--- config.mk ---
export PLATFORM = sky130hd
export DESIGN_NAME = l2_arbiter
export DESIGN_NICKNAME = d
export VERILOG_FILES = /design/src/rtl/l2_arbiter.sv
export SDC_FILE = /design/constraint.sdc
export NUM_CORES = 1
export LEC_CHECK = 0
export CAP_MARGIN = 20
export CELL_PAD_IN_SITES_DETAIL_PLACEMENT = 1
export CELL_PAD_IN_SITES_GLOBAL_PLACEMENT = 1
export CORE_AREA = 10 10 281 283
export CTS_CLUSTER_DIAMETER = 60
export DETAILED_ROUTE_END_ITERATION = 8
export DIE_AREA = 0 0 291 293
export DONT_BUFFER_PORTS = 1
export PLACE_DENSITY = 0.3
export SKIP_LAST_GASP = 1
export SLEW_MARGIN = 20
export SYNTH_ARGS = -nofsm -noshare
export SYNTH_HDL_FRONTEND = slang
export SYNTH_SLANG_ARGS = --single-unit
--- constraint.sdc ---
create_clock -name clk -period 3.4 [get_ports clk]
set_input_delay 0.34 -clock clk [delete_from_list [all_inputs] [get_ports clk]]
set_output_delay 0.34 -clock clk [all_outputs]
set_load 0.02 [all_outputs]
--- src/rtl/l2_arbiter.sv ---
// ----------------------------------------------------------------------------
// l2_arbiter
//
// Purpose:
//   Shares the single L2 line port between the L1 I-cache miss path and the
//   L1 D-cache miss/writeback path. One transaction is outstanding at a time.
//   The D-cache wins arbitration, except that after MAX_D_STREAK consecutive
//   D grants issued while an I request was waiting, the I-cache is served.
//
// Optional feature:
//   L2_ARB_PERF_EN - when defined, perf_i_grants / perf_d_grants /
//   perf_i_wait are 16-bit saturating event counters cleared by reset.
//   When undefined the perf_* ports are tied to zero and no counter flops
//   exist.
//
// Ports:
//   clk            system clock, all state on the rising edge
//   reset          synchronous, active-high
//   i_read         I-cache line read request (level, held until i_resp)
//   i_addr         I-cache line address
//   i_rdata        read line to the I-cache (always l2_rdata)
//   i_resp         one-cycle completion pulse to the I-cache
//   d_read         D-cache line read request (level)
//   d_write        D-cache writeback request (level)
//   d_addr         D-cache line address
//   d_wdata        D-cache writeback line
//   d_rdata        read line to the D-cache (always l2_rdata)
//   d_resp         one-cycle completion pulse to the D-cache
//   l2_read        read request to L2 (level)
//   l2_write       write request to L2 (level)
//   l2_addr        address to L2
//   l2_wdata       write data to L2
//   l2_rdata       L2 read data, valid with l2_resp
//   l2_resp        L2 completion pulse
//   perf_i_grants  I grant count
//   perf_d_grants  D grant count
//   perf_i_wait    cycles with i_read high while not in SERVE_I
// ----------------------------------------------------------------------------
module l2_arbiter #(
   parameter int ADDR_W       = 16,
   parameter int LINE_W       = 128,
   parameter int MAX_D_STREAK = 4
) (
   input  logic              clk,
   input  logic              reset,
   input  logic              i_read,
   input  logic [ADDR_W-1:0] i_addr,
   output logic [LINE_W-1:0] i_rdata,
   output logic              i_resp,
   input  logic              d_read,
   input  logic              d_write,
   input  logic [ADDR_W-1:0] d_addr,
   input  logic [LINE_W-1:0] d_wdata,
   output logic [LINE_W-1:0] d_rdata,
   output logic              d_resp,
   output logic              l2_read,
   output logic              l2_write,
   output logic [ADDR_W-1:0] l2_addr,
   output logic [LINE_W-1:0] l2_wdata,
   input  logic [LINE_W-1:0] l2_rdata,
   input  logic              l2_resp,
   output logic [15:0]       perf_i_grants,
   output logic [15:0]       perf_d_grants,
   output logic [15:0]       perf_i_wait
);

   typedef enum logic [1:0] {
      ST_IDLE    = 2'd0,
      ST_SERVE_I = 2'd1,
      ST_SERVE_D = 2'd2
   } state_e;

   // Streak limit as a 4-bit value (legal range 1..15 fits exactly).
   localparam logic [3:0] MAX_STREAK = 4'(MAX_D_STREAK);

   state_e     state_q;
   state_e     state_d;
   logic [3:0] streak_q;
   logic [3:0] streak_d;
   logic       d_req_s;
   logic       i_starved_s;

   assign d_req_s     = d_read | d_write;
   // I has watched the limit of D grants go by; it must win this decision.
   assign i_starved_s = i_read & (streak_q == MAX_STREAK);

   // State and streak registers.
   always_ff @(posedge clk) begin
      if (reset) begin
         state_q  <= ST_IDLE;
         streak_q <= 4'd0;
      end else begin
         state_q  <= state_d;
         streak_q <= streak_d;
      end
   end

   // Arbitration decision in IDLE and completion tracking in SERVE_x.
   always_comb begin
      state_d  = state_q;
      streak_d = streak_q;
      case (state_q)
         ST_IDLE: begin
            if (d_req_s && !i_starved_s) begin
               state_d = ST_SERVE_D;
               // The streak only grows while an I request is being passed over.
               if (i_read) begin
                  if (streak_q != MAX_STREAK) begin
                     streak_d = streak_q + 4'd1;
                  end else begin
                     streak_d = streak_q;
                  end
               end else begin
                  streak_d = 4'd0;
               end
            end else if (i_read) begin
               state_d  = ST_SERVE_I;
               streak_d = 4'd0;
            end else begin
               state_d  = ST_IDLE;
            end
         end
         ST_SERVE_I: begin
            // Always return to IDLE after completion so the requester
            // gets a cycle to drop its level request.
            if (l2_resp) begin
               state_d = ST_IDLE;
            end else begin
               state_d = ST_SERVE_I;
            end
         end
         ST_SERVE_D: begin
            if (l2_resp) begin
               state_d = ST_IDLE;
            end else begin
               state_d = ST_SERVE_D;
            end
         end
         default: begin
            state_d  = ST_IDLE;
            streak_d = 4'd0;
         end
      endcase
   end

   // L2 port and response steering from the registered state.
   always_comb begin
      l2_read  = 1'b0;
      l2_write = 1'b0;
      l2_addr  = {ADDR_W{1'b0}};
      l2_wdata = {LINE_W{1'b0}};
      i_resp   = 1'b0;
      d_resp   = 1'b0;
      case (state_q)
         ST_IDLE: begin
            // l2_resp is deliberately ignored here.
            l2_read  = 1'b0;
            l2_write = 1'b0;
         end
         ST_SERVE_I: begin
            l2_read = 1'b1;
            l2_addr = i_addr;
            i_resp  = l2_resp;
         end
         ST_SERVE_D: begin
            // A writeback takes precedence if both requests are raised.
            l2_write = d_write;
            l2_read  = d_read & ~d_write;
            l2_addr  = d_addr;
            l2_wdata = d_wdata;
            d_resp   = l2_resp;
         end
         default: begin
            l2_read  = 1'b0;
            l2_write = 1'b0;
         end
      endcase
   end

   // Read data fans out unconditionally; only the resp pulses are steered.
   assign i_rdata = l2_rdata;
   assign d_rdata = l2_rdata;

`ifdef L2_ARB_PERF_EN
   logic [15:0] perf_i_grants_q;
   logic [15:0] perf_d_grants_q;
   logic [15:0] perf_i_wait_q;
   logic        grant_i_s;
   logic        grant_d_s;
   logic        i_waiting_s;

   assign grant_i_s   = (state_q == ST_IDLE) & (state_d == ST_SERVE_I);
   assign grant_d_s   = (state_q == ST_IDLE) & (state_d == ST_SERVE_D);
   assign i_waiting_s = i_read & (state_q != ST_SERVE_I);

   // Saturating event counters.
   always_ff @(posedge clk) begin
      if (reset) begin
         perf_i_grants_q <= 16'd0;
         perf_d_grants_q <= 16'd0;
         perf_i_wait_q   <= 16'd0;
      end else begin
         if (grant_i_s && (perf_i_grants_q != 16'hFFFF)) begin
            perf_i_grants_q <= perf_i_grants_q + 16'd1;
         end
         if (grant_d_s && (perf_d_grants_q != 16'hFFFF)) begin
            perf_d_grants_q <= perf_d_grants_q + 16'd1;
         end
         if (i_waiting_s && (perf_i_wait_q != 16'hFFFF)) begin
            perf_i_wait_q <= perf_i_wait_q + 16'd1;
         end
      end
   end

   assign perf_i_grants = perf_i_grants_q;
   assign perf_d_grants = perf_d_grants_q;
   assign perf_i_wait   = perf_i_wait_q;
`else
   assign perf_i_grants = 16'd0;
   assign perf_d_grants = 16'd0;
   assign perf_i_wait   = 16'd0;
`endif

endmodule

# Yosys cells after proc, flatten, opt, wreduce, memory -nomap -nowiden
# Cells that the tools add are included.
[word_totals]
regBits = 6
output_inout_bits = 452
elab_cells = 35
[op_classes]
n_addsub = 1
eq_ne = 6
mux = 16
bitwise_logic = 5
reduce_logical = 5
[op_table]
columns = ["operator", "n"]
rows = [
  ["$mux W128", 1],
  ["$pmux W16 S2", 1],
  ["$mux W4", 4],
  ["$pmux W4 S2", 1],
  ["$pmux W2 S3", 1],
  ["$mux W1", 5],
  ["$add A4 B1 Y4 const B", 1],
  ["$eq A4 B3 Y1 const B", 1],
  ["$mux W2", 2],
  ["$ne A4 B3 Y1 const B", 1],
  ["$ne A4 B4 Y1 const B", 1],
  ["$ne A3 B3 Y1 const B", 1],
  ["$reduce_and A3 Y1", 1],
  ["$and A1 B1 Y1", 2],
  ["$eq A2 B1 Y1 const B", 1],
  ["$eq A2 B2 Y1 const B", 1],
  ["$logic_not A2 Y1", 1],
  ["$not A1 Y1", 2],
  ["$pmux W1 S2", 1],
  ["$reduce_or A2 Y1", 1],
  ["$logic_and A1 B1 Y1", 1],
  ["$logic_not A1 Y1", 1],
  ["$or A1 B1 Y1", 1],
]

# Logic depth before layout (Yosys ltp)
[logic_depth]
word_depth = 6
ltp_mapped = 6
depth_no_buf = 6

# Least setup slack after synthesis
# Ideal clock, no wire load.
[synth_timing]
path_type = "flip-flop to output port"
start = "register state_q[0]"
end = "output port l2_addr[10]"
arrival_time_ps = 1448
t_required_ps = 3060
slack_ps = 1612
path_stages_with_launch = 6
cell_sequence = "dfxtp_1 > inv_1 > ha_1 > clkbuf_1 > clkbuf_1 > nor2b_1"
[synth_between]
elab_chain_len = 2
elab_cells_between_ends = 3
classes_between = "2 x eq/ne; 1 x mux"
[synth_lines]
columns = ["element", "line", "text"]
rows = [
  ["start, declared", "76", "state_e state_q;"],
  ["start signal, assigned", "93", "state_q <= state_d;"],
  ["$eq A2 B2 Y1 / $eq A2 B1 Y1 (equally long branches)", "154", "case (state_q)"],
  ["$pmux W16 S2 (*)", "154", ""],
  ["end, declared", "58", "output logic [ADDR_W-1:0] l2_addr,"],
]
# Every way passes the cells marked *; elsewhere a longest branch is shown, timed or not.

# Worst setup path after layout
[layout_timing]
start = "register state_q[0]"
end = "output port l2_addr[5]"
# The elaborated chain is that of the path after synthesis.

==> results.md <==
- Status: finished, final reports clean
- Hold_sp: reset
- Worst-Margin Slew: 868 ps
- Fillcell total: 8902
- Via density: 1.76
- Util after Layout: 0.0406
- Drc violations: 0
- Core box area: 73600 sq um
- Resize count post-CTS: 0
- Commonest non-fill, non-tap cell in the layout: and2_1
- Via count: 2208
- Die W: 291 um
- Top-level port count: 746
- CTS Sinks: 6
- H-tree level count: 1
- P&R area growth vs syn: -21.3%
- Setup crit start: state_q[0]$_SDFF_PP0_
- Yosys top cell area share: 0.601
- M2 GR Usage: 0.0726
- Routed WL per cell: 19.8 um
- Mapped cell area: 3800 sq um
- Cell area after placement: 2860 sq um
- Share of cells above drive strength 1: 0.0192
- Post-Layout Cell Count: 1252
- Average instance area after synthesis: 7.11 sq um
- First-pass GRT wire length: 29600 um
- Setup crit end kind: output port
- Die Footprint: 85300 sq um
- PD cells: 232 nW/um^2
- Seq/Total Area, Yosys: 0.0316
- Number of DRC markers in iteration 0: 53
- Total routed wirelength: 24800 um
- Antenna Nets Post-Route: 0
- Initial antenna violation count: 32
- GRT Max-Usage Layer: met3
- Nets: 562
- Top post-synthesis cells by area: buf_4 (60%), and2_1 (22%), dfxtp_1 (3.2%)
- GR Layer Usage met3: 0.0800
- Period utilization: 0.760
- Die height: 293 um
- Fin crit period: 2590 ps
- Port Buffer Count: 0
- Final Cell Area: 2990 sq um
- Setup Buffers After CTS: 0
- Pleak: 0.775 nW
- F_max: 387 MHz
- Starting Density: 0.0516
- Drt pass-1 iters: 4
- Met1 usage: 0.0342
- WHS: 183 ps
- Slowest stage delay, CP: 560 ps
- Grt total ovfl: 0
- Data arrival, critical path: 2250 ps
- Slew Limit Fails: 0
- RePlAce Congestion: 0.607
- Clock slew at reported path FFs: 30 ps
- GRT Util Overall: 0.0531
- Setup crit start kind: flop
- Num CTS Buffers: 3
- Final setup viols: 0
- Root buf cell: clkbuf_16
- CP Class: flop to output port
- Worst r2r src: state_q[1]$_SDFF_PP0_
- RSZ-0062 raised after global routing: no
- Max transition margin: 0.421
- Hpwl dp: 22900 um
- Hold-fix buffers, CTS: 0
- Primary FF master, synth: dfxtp_1
- Fin Setup TNS: 0 ps
- WP data required: 3060 ps
- Final hold violations: 0
- Peak supply drop: 0.000116 V
- Clk_lat worst skew: 230 ps
- CP cell instances: inv_1 > ha_4 > buf_12 > a22oi_1 > nor2b_1
- Number of synthesized flops with an enable pin: 0
- Vias in the first global route: 2399
- Commonest cells after routing, fill and taps aside: and2_1 (131), conb_1 (48), nor2b_1 (17), a22oi_1 (16), dfxtp_1 (6)
- Largest net degree at the start of global routing: 86
- CTS tree: yes
- Clock buffer depth: 2
- Synth unique cells: 25
- Hold Crit Class: input pin to flop
- Synth area leader: buf_4
- Placed insts: 1226
- Mapped Cells: 534
- Crit path max-delay cell type: ha_4
- Clk_skew: 1.17 ps
- Max cap viols: 0
- Rows: 100
- Yosys reg bits: 6
- Yosys warning count: 0
- CP max FO: 88
- Fraction of registers with async set or reset after synthesis: 0
==> power breakdown <==
group	leakage [nW]	switching, mW	internal [mW]
logic	0.689	0.340	0.0878
registers	0.0489	0.00400	0.0741
clock network	0.0371	0.0372	0.151
total	0.775	0.381	0.313
==> routing by layer <==
metal  vias up  part of all wire
li1        765                 -
met1       820              0.25
met2       419              0.39
met3       164              0.30
met4        40             0.056
met5         -            0.0098
==> cell type report <==
cell class / instances / area [sq um] / area share
Clock buffer: 3 / 75.1 / 0.0251
Tap cell: 969 / 1210 / 0.406
Antenna cell: 23 / 57.6 / 0.0193
Timing Repair Buffer: 1 / 20.0 / 0.00670
Multi-Input combinational cell: 245 / 1490 / 0.497
Sequential cell: 6 / 120 / 0.0402
Inverter: 5 / 18.8 / 0.00628
==> per-stage QoR <==
stage          total power, mW  setup slack [ps]
3_5_place_dp             0.520               970
2_1_floorplan            0.915              1610
5_1_grt                  0.737               591
6_report                 0.694               815
4_1_cts                  0.713               731
3_3_place_gp             0.517              1060
==> final timing paths <==
check | to | slack (ps) | cells past startpoint
min reg2reg | streak_q[3]$_SDFFE_PP0P_ | 480 | 1
max | l2_addr[5] | 810 | 5
max reg2reg | streak_q[3]$_SDFFE_PP0P_ | 1470 | 5
min | streak_q[0]$_SDFFE_PP0P_ | 180 | 1
==> Yosys cell counts, drive strengths merged, types with 3 or more instances <==
master,number
ha,6
nor2b,17
inv,5
and2,131
buf,305
nor3,3
nor2,3
clkbuf,20
dfxtp,6
nand2b,3
a22oi,16
==> flip-flops by register name, indices dropped and copies added, names as in the netlist <==
signal    cells
streak_q      4
state_q       2
==> logic make-up (layout without fill, tap and decap cells) <==
kind of cell             count (synthesis)  count (layout)  share of synthesized area
buffers and inverters                  330               9                      0.627
AND/OR/NAND/NOR                        162             162                      0.265
AO/OA/AOI/OAI                           29              29                     0.0560
adder cells (fa/ha/maj)                  6               6                     0.0198
flip-flops                               6               6                     0.0316
other                                    1              71                   0.000988
==> worst max-delay path: cells and delay by family, from the launching register on <==
kind,cells,cell delay (ps)
buf+inv,2,490
compound gates,1,150
flops,1,320
simple gates,1,410
fa+ha+maj,1,560
Note: power is estimated with default switching activity, not from simulation.
